### config.mk
export PLATFORM = sky130hd
export DESIGN_NAME = dlatch_bank
export DESIGN_NICKNAME = d
export VERILOG_FILES = /design/src/rtl/dlatch_bank_pkg.sv /design/src/rtl/dlatch_channel.sv /design/src/rtl/dlatch_bank.sv
export SDC_FILE = /design/constraint.sdc
export NUM_CORES = 1
export LEC_CHECK = 0
export BUFFER_PORTS_ARGS = -buffer_cell sky130_fd_sc_hd__buf_2
export CORE_ASPECT_RATIO = 1.4
export CORE_UTILIZATION = 51
export DETAILED_ROUTE_END_ITERATION = 8
export GPL_ROUTABILITY_DRIVEN = 0
export PLACE_DENSITY = 0.79
export SETUP_SLACK_MARGIN = 0.3
export SKIP_CTS_REPAIR_TIMING = 1
export SYNTH_ARGS = -nofsm -noshare
export SYNTH_HDL_FRONTEND = slang
export SYNTH_HIERARCHICAL = 1
export SYNTH_SLANG_ARGS = --single-unit
### constraint.sdc
create_clock -name clk -period 2.3 [get_ports clk]
set_clock_uncertainty 0.2 [all_clocks]
set_input_delay 0.23 -clock clk [delete_from_list [all_inputs] [get_ports clk]]
set_output_delay 0.23 -clock clk [all_outputs]
set_load 0.005 [all_outputs]
### src/rtl/dlatch_bank_pkg.sv
// Shared mode encoding and counter helpers for the dlatch_bank channels.
package dlatch_bank_pkg;

    typedef enum logic [1:0] {
        TRANSP = 2'b00,
        EDGE   = 2'b01,
        FALL   = 2'b10,
        HOLD   = 2'b11
    } mode_e;

    // All-ones value of a w-bit counter, used as the saturation ceiling.
    function automatic logic [63:0] cnt_sat(input int unsigned w);
        return (64'd1 << w) - 64'd1;
    endfunction

endpackage

### src/rtl/dlatch_channel.sv
// One storage channel: held data, delayed enable, saturating capture count and sticky valid.
module dlatch_channel
    import dlatch_bank_pkg::*;
#(
    parameter int unsigned WIDTH = 8,
    parameter int unsigned CNT_W = 8
) (
    input  logic             clk,
    input  logic             rst,
    input  logic [WIDTH-1:0] d,
    input  logic             en,
    input  mode_e            mode,
    input  logic             clr_cnt,
    output logic [WIDTH-1:0] q,
    output logic             q_valid,
    output logic [CNT_W-1:0] cap_cnt
);

    localparam logic [CNT_W-1:0] CNT_MAX = CNT_W'(cnt_sat(CNT_W));

    logic [WIDTH-1:0] held;
    logic             en_q;
    logic [CNT_W-1:0] cnt;
    logic             vld;
    logic             cap;

    // Capture event decode; FALL fires on the cycle en is first seen low.
    always_comb begin
        cap = 1'b0;
        case (mode)
            TRANSP:  cap = en;
            EDGE:    cap = en;
            FALL:    cap = en_q & ~en;
            HOLD:    cap = 1'b0;
            default: cap = 1'b0;
        endcase
    end

    always_ff @(posedge clk or posedge rst) begin
        if (rst) begin
            held <= '0;
            en_q <= 1'b0;
            cnt  <= '0;
            vld  <= 1'b0;
        end else begin
            en_q <= en;
            if (cap) begin
                held <= d;
                vld  <= 1'b1;
            end
            // Clear wins over a coincident capture.
            if (clr_cnt) begin
                cnt <= '0;
            end else if (cap && (cnt != CNT_MAX)) begin
                cnt <= cnt + CNT_W'(1);
            end
        end
    end

    // Transparent mode passes d straight through while enabled; reset forces zero.
    always_comb begin
        q = held;
        if (rst) begin
            q = '0;
        end else if ((mode == TRANSP) && en) begin
            q = d;
        end
    end

    assign q_valid = vld;
    assign cap_cnt = cnt;

endmodule

### src/rtl/dlatch_bank.sv
// Multi-channel latch/register bank under one global mode.
module dlatch_bank
    import dlatch_bank_pkg::*;
#(
    parameter int unsigned WIDTH    = 8,
    parameter int unsigned CHANNELS = 2,
    parameter int unsigned CNT_W    = 8
) (
    input  logic                      clk,
    input  logic                      rst,
    input  logic [CHANNELS*WIDTH-1:0] d,
    input  logic [CHANNELS-1:0]       en,
    input  logic [1:0]                mode,
    input  logic                      clr_cnt,
    output logic [CHANNELS*WIDTH-1:0] q,
    output logic [CHANNELS-1:0]       q_valid,
    output logic [CHANNELS*CNT_W-1:0] cap_cnt
);

    mode_e mode_dec;

    assign mode_dec = mode_e'(mode);

    for (genvar i = 0; i < CHANNELS; i++) begin : g_ch
        dlatch_channel #(
            .WIDTH (WIDTH),
            .CNT_W (CNT_W)
        ) u_ch (
            .clk     (clk),
            .rst     (rst),
            .d       (d[i*WIDTH +: WIDTH]),
            .en      (en[i]),
            .mode    (mode_dec),
            .clr_cnt (clr_cnt),
            .q       (q[i*WIDTH +: WIDTH]),
            .q_valid (q_valid[i]),
            .cap_cnt (cap_cnt[i*CNT_W +: CNT_W])
        );
    end

endmodule

==> Word-level counts from Yosys, hierarchy flattened <==
Index checks and enable logic that the tools add are counted.
W data, S select, Z words.
{ "op_classes": {"n_mux": 10, "add_sub_neg": 2, "n_reduce_logical": 8, "bitwise_logic": 4, "eq_ne": 5} }
{ "ops": {"columns": ["cell", "n"], "rows": [
  ["$mux W8", 8],
  ["$add A8 B1 Y8 const B", 2],
  ["$ne A8 B8 Y1 const B", 2],
  ["$pmux W1 S3", 2],
  ["$eq A2 B2 Y1 const B", 2],
  ["$logic_and A1 B1 Y1", 4],
  ["$reduce_bool A2 Y1", 2],
  ["$and A1 B1 Y1", 2],
  ["$eq A2 B1 Y1 const B", 1],
  ["$logic_not A2 Y1", 1],
  ["$not A1 Y1", 2],
  ["$reduce_or A2 Y1", 1]
]} }
{ "word_totals": {"output_inout_bits": 34, "regBits": 36, "elab_cells": 37, "in_bits": 23} }

==> Longest topological paths before layout <==
Gate-level depths: netlist of run 1.
{ "depth": {"word_depth": 6, "mapped_depth": 5, "ltp_nobuf": 5} }

==> Cells and area by module <==
The synthesis of run 1 kept the hierarchy.
{ "modules_own_cells": {"columns": ["module", "seq_area_each_um2", "cells_each", "n_inst", "area_per_inst_um2"], "rows": [
  ["dlatch_channel", 450.4, 88, 2, 954.7]
]} }

==> Worst setup path before layout of run 1 <==
OpenSTA, ideal clock, no wires.
{ "synth_timing": {"path_kind": "flip-flop to flip-flop", "startpoint": "register g_ch[0].u_ch.cnt[0]", "endpoint": "register g_ch[0].u_ch.cnt[5]", "path_buffers": 0, "arrival_time_ns": 1.513, "required_time_ns": 2.022, "period_less_slack_ns": 1.790, "slack_ns": 0.510, "setup_time_ns": 0.078, "path_stages_with_launch": 6, "cell_sequence": "dfrtp_1 ha_1 nand4_1 o22ai_4 or4_1 a21oi_1"} }
{ "synth_between": {"elab_chain_len": 3, "word_cells_on_any_way": 6, "cone_classes": "add/sub (1); eq/ne (1); mux (2); reduce/logical (2)"} }
{ "synth_lines": {"columns": ["item", "line", "rtl"], "rows": [
  ["from (decl)", "dlatch_channel.sv:23", "logic [CNT_W-1:0] cnt;"],
  ["from (signal assigned)", "dlatch_channel.sv:55", "cnt <= cnt + CNT_W'(1);"],
  ["$add A8 B1 Y8 / $ne A8 B8 Y1 (equally long branches)", "dlatch_channel.sv:55, dlatch_channel.sv:54", null],
  ["$mux W8 / $logic_and A1 B1 Y1 (equally long branches)", "dlatch_channel.sv:54", "end else if (cap && (cnt != CNT_MAX)) begin"],
  ["$mux W8 / $reduce_bool A2 Y1 (equally long branches)", null, null]
]} }
Parallel ways exist; a longest one is shown, timed or not. The select of a mux whose other input is x is not followed.
A chain may end at the register's enable or synchronous reset.

==> Worst setup path after layout of run 1 <==
Ends and elaborated chain as after synthesis.

==> flow_summary.ini, run 1 <==
[drt]
drt_pass1_iterations = 5
vias = 1622
wl_per_cell_um = 14.6
remaining_drc_errors = 0
wl_um = 4150
vias_per_cell = 5.71
postRouteAntennaNets = 0
drt_iter0_drc = 47

[yosys]
yosysTopAreaCellShare = 0.472
synth_cell_types = 32
ys_warn_count = 6
syn-cell-area_um2 = 1910
async_reset_ff_frac = 1.00
synth.largest_area_cell = dfrtp_1
netlist_instances = 176
synth_common_cells = 36 x dfrtp_1, 22 x nor2_1, 18 x mux2i_1
syn_area_per_cell_um2 = 10.8
seq_area_frac_synth = 0.472
postSynthNetCount = 201
synth_edf_count = 0
ys.flop_type = dfrtp_1
synth.most_common_cell = dfrtp_1
ys_seq_elements = 36
yosys-top-cells-area = dfrtp_1 47%, mux2i_1 9.4%, mux2_2 9.4%

[timing]
max_slew_margin = 0.543
finalMaxSlewViolations = 0
rsz0062_at_grt = false
worst_slew_pin_slew_ps = 684
holdWs_ps = -6.52
fin_tns_setup_ps = 0
max_freq_ghz = 0.529
setup_viol = 0
hold_viol = 2
post-route-min-period_ps = 1890
fin_crit_sh = 0.822

[setup_path]
r2r-end = g_ch[0].u_ch/cap_cnt[5]$_DFFE_PP0P_
cp_max_fo = 7
required_ps = 2310
critPathKind = flop to flop
end_kind = flop
worstReg2RegStart = g_ch[0].u_ch/cap_cnt[0]$_DFFE_PP0P_
cp_data_arrival_time_ps = 1900
r2r_setup_slack_ps = 410
worst_setup_path_start_kind = flop
rr_worst_depth = 5

[die]
initial_core_util = 0.550
die-area_um2 = 4000
die_y_um = 74.4
ios = 57
rows = 25
core_area_um2 = 3470
fp.dieW_um = 53.7

[clocking]
numCtsBuffers = 5
cts_sinks = 36
clock_latency_ps = 280
clk_pin_slew_ps = 70
root_buffer = clkbuf_8
cts_tree = done
clock_path_buffers = 2
cts-htree-levels = 2

[worst_hold_path]
hold_start = d[1]
hold_path_end = g_ch[0].u_ch/held[1]$_DFFE_PP0P_
min_path_cells = 2
hold_path.class = input port to flop

[status]
violations = hold timing
status = complete, but fails checks

[layout]
final_cells = 284
drive_gt1_frac = 0.393
syn2layout_area_growth_pct = 25.8
seqCellArea_um2 = 901
diodes = 0
multi_input_area_um2 = 948
nets = 268
fin_area_um2 = 2400
n_fill_cell = 290

[grt]
grt_remaining_overflow = 0
grt_max_degree = 19
grt_pass1_wl_um = 6350
grt_pass1_vias = 1465
antenna_found_initial = 0
grt_use_total = 0.220

[placement]
numPortBuffers = 56
placed_cell_area_um2 = 2210
place_inst = 266
dp.final_hpwl_um = 2880

[run]
drv_cap = 0

[power]
p_leak_nw = 1.11
ir_worst_vdd_v = 0.000516
p_per_area_nw_per_um2 = 589
power_mw = 1.41
==> stage by stage <==
| stage | worst slack, ps | utilization | hold WS, ps |
|---|---|---|---|
| 5_1_grt | 319 | 0.692 | 2.76 |
| 4_1_cts | 399 | 0.663 | -129 |
| 3_3_place_gp | 486 | 0.636 | 177 |
| 6_report | 409 | 0.692 | -6.52 |
| 3_5_place_dp | 431 | 0.636 | 178 |
| 2_1_floorplan | 510 | - | 61.4 |
==> cell usage in the layout, fill, tap and decap left out <==
| master | count |
|---|---|
| and4_1 | 2 |
| nor2_1 | 22 |
| or3_2 | 4 |
| a41oi_1 | 2 |
| inv_1 | 4 |
| buf_2 | 56 |
| or3_1 | 2 |
| nand3_1 | 6 |
| buf_4 | 2 |
| o21ai_0 | 4 |
| o22ai_4 | 2 |
| and2b_2 | 2 |
| clkinv_2 | 2 |
| ha_1 | 2 |
| nand4_1 | 2 |
| clkbuf_8 | 6 |
| nor4b_1 | 2 |
| nand2_1 | 8 |
| or2_2 | 2 |
| nor2_2 | 2 |
| nor3b_1 | 2 |
| or4_1 | 2 |
| nor4_1 | 2 |
| dfrtp_1 | 36 |
| a41o_1 | 2 |
| xor2_1 | 2 |
| dlygate4sd3_1 | 10 |
| mux2_2 | 16 |
| a31oi_1 | 2 |
| a21oi_1 | 8 |
| nor3_1 | 6 |
| and4bb_4 | 2 |
| mux2i_1 | 18 |
| o31ai_1 | 2 |
==> critical path: stages (launching register included) <==
cell and delay [ps]:
dfrtp_1 430, ha_1 260, nand4_1 170, o22ai_4 130
or4_1 470, a21oi_1 160
==> power by group <==
| part | total [mW] | internal [mW] | switching (mW) |
|---|---|---|---|
| sequential | 0.714 | 0.685 | 0.0294 |
| combinational | 0.247 | 0.132 | 0.115 |
| clock | 0.453 | 0.239 | 0.214 |
| total | 1.41 | 1.06 | 0.359 |
==> state kept, by name (all words and copies together), names as in the netlist <==
name,cells
g_ch.u_ch/en_q,2
g_ch.u_ch/cap_cnt,16
g_ch.u_ch/q_valid,2
g_ch.u_ch/held,16
==> layout make-up <==
| class | instances | area share |
|---|---|---|
| sequential | 36 | 0.375 |
| clock inverter | 2 | 0.00417 |
| tap | 40 | 0.0208 |
| multi-input combinational | 128 | 0.395 |
| clock buffer | 6 | 0.0344 |
| inverter | 4 | 0.00625 |
| timing repair buffer | 68 | 0.165 |
==> cells by family after synthesis <==
kind of cell	synth area share
AOI/OAI and AO/OA	0.0865
xor gates and xnor gates	0.00918
adders and majority gates	0.0131
buffers and inverters	0.0315
DFF	0.472
muxes	0.189
and+or+nand+nor	0.199
==> layer usage <==
layer	wire [um]	vias up	global-route usage
met1	1750	777	0.238
met4	84	0	0.0936
met5	0	-	0
li1	-	773	-
met3	202	11	0.0552
met2	2110	61	0.392
==> worst max path at each step <==
| stage | startpoint | endpoint | slack (ps) |
|---|---|---|---|
| floorplan | g_ch[0].u_ch/cap_cnt[0]$_DFFE_PP0P_ | g_ch[0].u_ch/cap_cnt[5]$_DFFE_PP0P_ | 510 |
| global route | g_ch[1].u_ch/cap_cnt[0]$_DFFE_PP0P_ | g_ch[1].u_ch/cap_cnt[5]$_DFFE_PP0P_ | 320 |
| CTS | g_ch[0].u_ch/cap_cnt[0]$_DFFE_PP0P_ | g_ch[0].u_ch/cap_cnt[5]$_DFFE_PP0P_ | 400 |
| finish | g_ch[0].u_ch/cap_cnt[0]$_DFFE_PP0P_ | g_ch[0].u_ch/cap_cnt[5]$_DFFE_PP0P_ | 410 |
| detailed placement | g_ch[0].u_ch/cap_cnt[0]$_DFFE_PP0P_ | g_ch[0].u_ch/cap_cnt[5]$_DFFE_PP0P_ | 430 |
| global placement | g_ch[1].u_ch/cap_cnt[0]$_DFFE_PP0P_ | g_ch[1].u_ch/cap_cnt[5]$_DFFE_PP0P_ | 490 |
Note: power is estimated with default switching activity, not from simulation.
==> run 2, diff against run 1 <==
--- a/config.mk
+++ b/config.mk
@@ -7,10 +7,10 @@
 export LEC_CHECK = 0
 export BUFFER_PORTS_ARGS = -buffer_cell sky130_fd_sc_hd__buf_2
 export CORE_ASPECT_RATIO = 1.4
-export CORE_UTILIZATION = 51
+export CORE_UTILIZATION = 46
 export DETAILED_ROUTE_END_ITERATION = 8
 export GPL_ROUTABILITY_DRIVEN = 0
-export PLACE_DENSITY = 0.79
+export PLACE_DENSITY = 0.75
 export SETUP_SLACK_MARGIN = 0.3
 export SKIP_CTS_REPAIR_TIMING = 1
 export SYNTH_ARGS = -nofsm -noshare
==> constraint.sdc (replaced) <==
create_clock -name clk -period 1.7 [get_ports clk]
set_clock_uncertainty 0.2 [all_clocks]
set_input_delay 0.17 -clock clk [delete_from_list [all_inputs] [get_ports clk]]
set_output_delay 0.17 -clock clk [all_outputs]
set_load 0.005 [all_outputs]
==> run 2 against run 1 <==
Effect of this change:
- the run ends with setup timing left
- count of clock-buffer cells in the layout stayed put
- maximum frequency is 9.7% higher
- combinational power is 94% higher
- utilization is 4.9 points higher
- register-to-register slack worse by 430 ps
- sequential power is 36% higher
- sequential cell count stayed put
- critical path depth stayed put
- critical path type unchanged
- critical endpoint unchanged
==> flow_summary.ini, run 2 (synthesized netlist as in run 1, its figures left out) <==
[setup_path]
worstReg2RegStart = g_ch[0].u_ch/cap_cnt[1]$_DFFE_PP0P_
rr_worst_depth = 5
cp_slowest_cell = or4_4
end_kind = flop
path_cells = ha_2 > nand4_1 > o22ai_4 > or4_4 > a21oi_2
cp_max_fo = 7
r2r_setup_slack_ps = -20
worst_setup_path_start_kind = flop
critPathKind = flop to flop
required_ps = 1710
r2r-end = g_ch[0].u_ch/cap_cnt[5]$_DFFE_PP0P_
cp_data_arrival_time_ps = 1730
crit_path_max_incr_delay_ps = 430

[timing]
post-route-min-period_ps = 1720
max_freq_ghz = 0.580
hold_viol = 0
rsz0062_at_grt = true
finalMaxSlewViolations = 0
setup_viol = 1
setup_slack_ps = -24.3
worst_slew_pin_slew_ps = 345
max_slew_margin = 0.770
fin_crit_sh = 1.01

[die]
fp.dieW_um = 56.5
initial_core_util = 0.483
core_area_um2 = 3950
die_y_um = 78.2
rows = 27
ios = 57
die-area_um2 = 4420

[grt]
grt_max_degree = 19
antenna_found_initial = 0
grt_pass1_vias = 1608
grt_pass1_wl_um = 7230
grt_use_total = 0.205
grt_remaining_overflow = 0

[status]
status = complete, but fails checks
violations = setup timing

[placement]
numPortBuffers = 56
dp.final_hpwl_um = 3170
place_inst = 280

[layout]
final_cell_mix = 53 x buf_2, 33 x dfrtp_1, 22 x nor2_1, 19 x dlygate4sd3_1, 18 x mux2i_1
utilization = 0.741
diodes = 0
drive_gt1_frac = 0.489
nets = 296
layout_commonest_cell = buf_2
final_cells = 315
syn2layout_area_growth_pct = 53.4

[power]
power_mw = 2.19
ir_worst_vdd_v = 0.000598
p_leak_nw = 1.38
p_per_area_nw_per_um2 = 748

[drt]
wl_per_cell_um = 15.9
wl_um = 5020
vias_per_cell = 5.50
vias = 1731
drt_iter0_drc = 58
remaining_drc_errors = 0
drt_pass1_iterations = 4
postRouteAntennaNets = 0

[clocking]
numCtsBuffers = 5
root_buffer = clkbuf_8
cts_tree = done
cts_sinks = 36
clock_path_buffers = 2
clock_latency_ps = 280
clk_pin_slew_ps = 70
cts-htree-levels = 2

[worst_hold_path]
min_path_cells = 2
hold_start = clr_cnt
hold_path_end = g_ch[0].u_ch/cap_cnt[3]$_DFFE_PP0P_
hold_path.class = input port to flop

[run]
drv_cap = 0
==> run 2: changes by cell type in the layout (fill, tap and decap cells not counted), moves of 7 or more <==
cell,before,now
mux2_2,16,0
mux2_4,0,16
buf_4,2,13
dlygate4sd3_1,10,19
buf_6,0,7
==> run 2: worst max path at each step <==
stage | startpoint | to
after detailed placement | g_ch[0].u_ch/cap_cnt[1]$_DFFE_PP0P_ | g_ch[0].u_ch/cap_cnt[5]$_DFFE_PP0P_
after global routing | g_ch[1].u_ch/cap_cnt[0]$_DFFE_PP0P_ | g_ch[1].u_ch/cap_cnt[5]$_DFFE_PP0P_
after global placement | g_ch[0].u_ch/cap_cnt[1]$_DFFE_PP0P_ | g_ch[0].u_ch/cap_cnt[5]$_DFFE_PP0P_
after CTS | g_ch[0].u_ch/cap_cnt[1]$_DFFE_PP0P_ | g_ch[0].u_ch/cap_cnt[5]$_DFFE_PP0P_
after floorplan | g_ch[0].u_ch/cap_cnt[1]$_DFFE_PP0P_ | g_ch[0].u_ch/cap_cnt[5]$_DFFE_PP0P_
final | g_ch[0].u_ch/cap_cnt[1]$_DFFE_PP0P_ | g_ch[0].u_ch/cap_cnt[5]$_DFFE_PP0P_
==> run 2: final cells by class <==
class | instances | area [um2]
tap | 43 | 53.8
sequential | 36 | 905
clock inverter | 2 | 35.0
clock buffer | 6 | 72.6
timing repair buffer | 95 | 692
multi-input combinational | 129 | 1160
inverter | 4 | 15.0
fill | 289 | 1020
==> run 2: worst max-delay path: cells and delay by family (launching register included) <==
| kind | cells | cell delay (ps) |
|---|---|---|
| AOI/OAI and AO/OA | 2 | 260 |
| adders and majority gates | 1 | 210 |
| DFF | 1 | 390 |
| and+or+nand+nor | 2 | 590 |
==> run 2: per-stage QoR <==
stage          TNS (ps)  hold slack (ps)  cell area [um2]  setup WS, ps
2_1_floorplan         0             1.43             2020          53.1
3_3_place_gp          0             78.2             2400          79.5
3_5_place_dp          0             82.4             2400          2.95
4_1_cts           -28.0             -233             2510         -28.0
5_1_grt            -169             84.8             2930         -65.1
6_report          -24.3             68.4             2930         -24.3
==> run 2: per-layer routing <==
metal  global-route usage  vias to the layer above  routed length (um)
met2                0.373                       58                2750
met1                0.241                      835                2010
met4               0.0659                        0                  50
met3               0.0362                        6                 213
li1                     -                      832                   -
met5                    0                        -                   0
==> run 2: power breakdown <==
| part | switching (mW) | internal, mW |
|---|---|---|
| Clock | 0.310 | 0.436 |
| Sequential | 0.0412 | 0.927 |
| Combinational | 0.199 | 0.280 |
| Total | 0.550 | 1.64 |
==> run 3, diff against run 2 <==
--- a/config.mk
+++ b/config.mk
@@ -7,9 +7,9 @@
 export LEC_CHECK = 0
 export BUFFER_PORTS_ARGS = -buffer_cell sky130_fd_sc_hd__buf_2
 export CORE_ASPECT_RATIO = 1.4
+export CORE_MARGIN = 5
 export CORE_UTILIZATION = 46
 export DETAILED_ROUTE_END_ITERATION = 8
-export GPL_ROUTABILITY_DRIVEN = 0
 export PLACE_DENSITY = 0.75
 export SETUP_SLACK_MARGIN = 0.3
 export SKIP_CTS_REPAIR_TIMING = 1
==> run 3 against run 2 <==
Effect of this change:
- first-iteration DRC count rose by 48%
- critical path type unchanged
- sequential share of layout area rose by 1.1 points
- largest cell class unchanged
- the flow still finishes with violations (setup timing)
- utilization fell by 3.2 points
- global-route usage fell by 4.0 points
- worst setup slack improved by 9.6 ps
- register-to-register slack barely moved
==> flow_summary.ini, run 3 (synthesized netlist as in run 1, its figures left out) <==
[status]
status = complete, but fails checks
violations = setup timing

[clocking]
cts-htree-levels = 2
numCtsBuffers = 5
clock_path_buffers = 2
cts_tree = done
clk_pin_slew_ps = 70
clock_latency_ps = 280
cts_sinks = 36
root_buffer = clkbuf_8

[setup_path]
end_kind = flop
crit_path_max_incr_delay_ps = 430
cp_data_arrival_time_ps = 1730
critPathKind = flop to flop
path_cells = ha_2 > nand4_1 > o22ai_4 > or4_4 > a21oi_2
crit_family = simple AND/OR/NAND/NOR gates
cp_slowest_cell = or4_4
worst_setup_path_start_kind = flop
cp_max_fo = 7
required_ps = 1720
crit_buf_inv = 0

[power]
p_per_area_nw_per_um2 = 727
ir_worst_vdd_v = 0.000626
p_leak_nw = 1.31
power_mw = 2.05

[grt]
grt_remaining_overflow = 0
grt_max_degree = 19
grt_pass1_wl_um = 7330
grt_pass1_vias = 1588
grt_use_total = 0.166
antenna_found_initial = 0

[layout]
utilization = 0.709
nets = 293
diodes = 0
final_cells = 312
drive_gt1_frac = 0.468
syn2layout_area_growth_pct = 48.0
final_cell_mix = 53 x buf_2, 34 x dfrtp_1, 22 x nor2_1, 19 x dlygate4sd3_1, 18 x mux2i_1
n_fill_cell = 306
layout_commonest_cell = buf_2
fin_area_um2 = 2830

[timing]
finalMaxSlewViolations = 0
hold_viol = 0
post-route-min-period_ps = 1710
max_slew_margin = 0.760
setup_viol = 1
holdWs_ps = 71.4
fin_tns_setup_ps = -14.6
setup_slack_ps = -14.6
rsz0062_at_grt = true
fin_crit_sh = 1.01
max_freq_ghz = 0.583
worst_slew_pin_slew_ps = 361

[die]
ios = 57
core_area_um2 = 3990
initial_core_util = 0.479
fp.dieW_um = 64.5
die-area_um2 = 5560
rows = 27
die_y_um = 86.2

[drt]
drt_pass1_iterations = 4
postRouteAntennaNets = 0
vias_per_cell = 5.54
remaining_drc_errors = 0
drt_iter0_drc = 86
wl_um = 5070
vias = 1728
wl_per_cell_um = 16.3

[placement]
place_inst = 279
placed_cell_area_um2 = 2380
numPortBuffers = 56
dp.final_hpwl_um = 3230
dpl_worst_slack_ps = 18.0
place_congestion = 0.847

[run]
drv_cap = 0

[worst_hold_path]
hold_path.class = input port to flop
==> run 3: cell types whose count changed in the layout (fill, tap and decap cells not counted), sizes merged <==
| cell | delta |
|---|---|
| nor2 | +1 |
| clkinvlp | +1 |
| clkbuf | +1 |
| clkinv | -1 |
| buf | -4 |
| bufinv | -1 |
==> run 3: worst paths after layout <==
kind / start / endpoint / slack (ps) / depth (start not counted)
worst min-delay path: clr_cnt / g_ch[1].u_ch/cap_cnt[3]$_DFFE_PP0P_ / 70 / 2
worst min register to register: g_ch[0].u_ch/q_valid$_DFFE_PP0P_ / g_ch[0].u_ch/q_valid$_DFFE_PP0P_ / 300 / 1
worst max register to register: g_ch[0].u_ch/cap_cnt[0]$_DFFE_PP0P_ / g_ch[0].u_ch/cap_cnt[5]$_DFFE_PP0P_ / -10 / 5
min in group asynchronous: rst / g_ch[1].u_ch/held[1]$_DFFE_PP0P_ / 440 / 4
worst max-delay path: g_ch[0].u_ch/cap_cnt[0]$_DFFE_PP0P_ / g_ch[0].u_ch/cap_cnt[5]$_DFFE_PP0P_ / -10 / 5
max in group asynchronous: rst / g_ch[1].u_ch/cap_cnt[3]$_DFFE_PP0P_ / 650 / 4
==> run 3: routing by layer <==
layer	part of all wire	GRT usage	wire length, um
met1	0.41	0.208	2100
met3	0.055	0.0415	280
met5	0	0	0
met2	0.52	0.280	2620
met4	0.015	0.0519	78
==> run 3: final cells by class <==
cell class | count | area [um2] | share of cell area
Clock buffer | 7 | 86.3 | 0.0305
Clock inverter | 1 | 7.51 | 0.00266
Inverter | 4 | 15.0 | 0.00531
Multi-Input combinational cell | 130 | 1140 | 0.405
Sequential cell | 36 | 903 | 0.320
Tap cell | 43 | 53.8 | 0.0190
Timing Repair Buffer | 91 | 617 | 0.218
==> run 3: power breakdown <==
part | internal, mW | switching [mW] | total [mW]
logic | 0.259 | 0.192 | 0.452
clock network | 0.329 | 0.303 | 0.633
registers | 0.927 | 0.0427 | 0.970
==> run 3: worst register-to-register path, delay by kind of cell, from the launching register on <==
kind	cells	cell delay [ps]
DFF	1	390
AOI/OAI and AO/OA	2	270
and+or+nand+nor	2	590
adders and majority gates	1	200
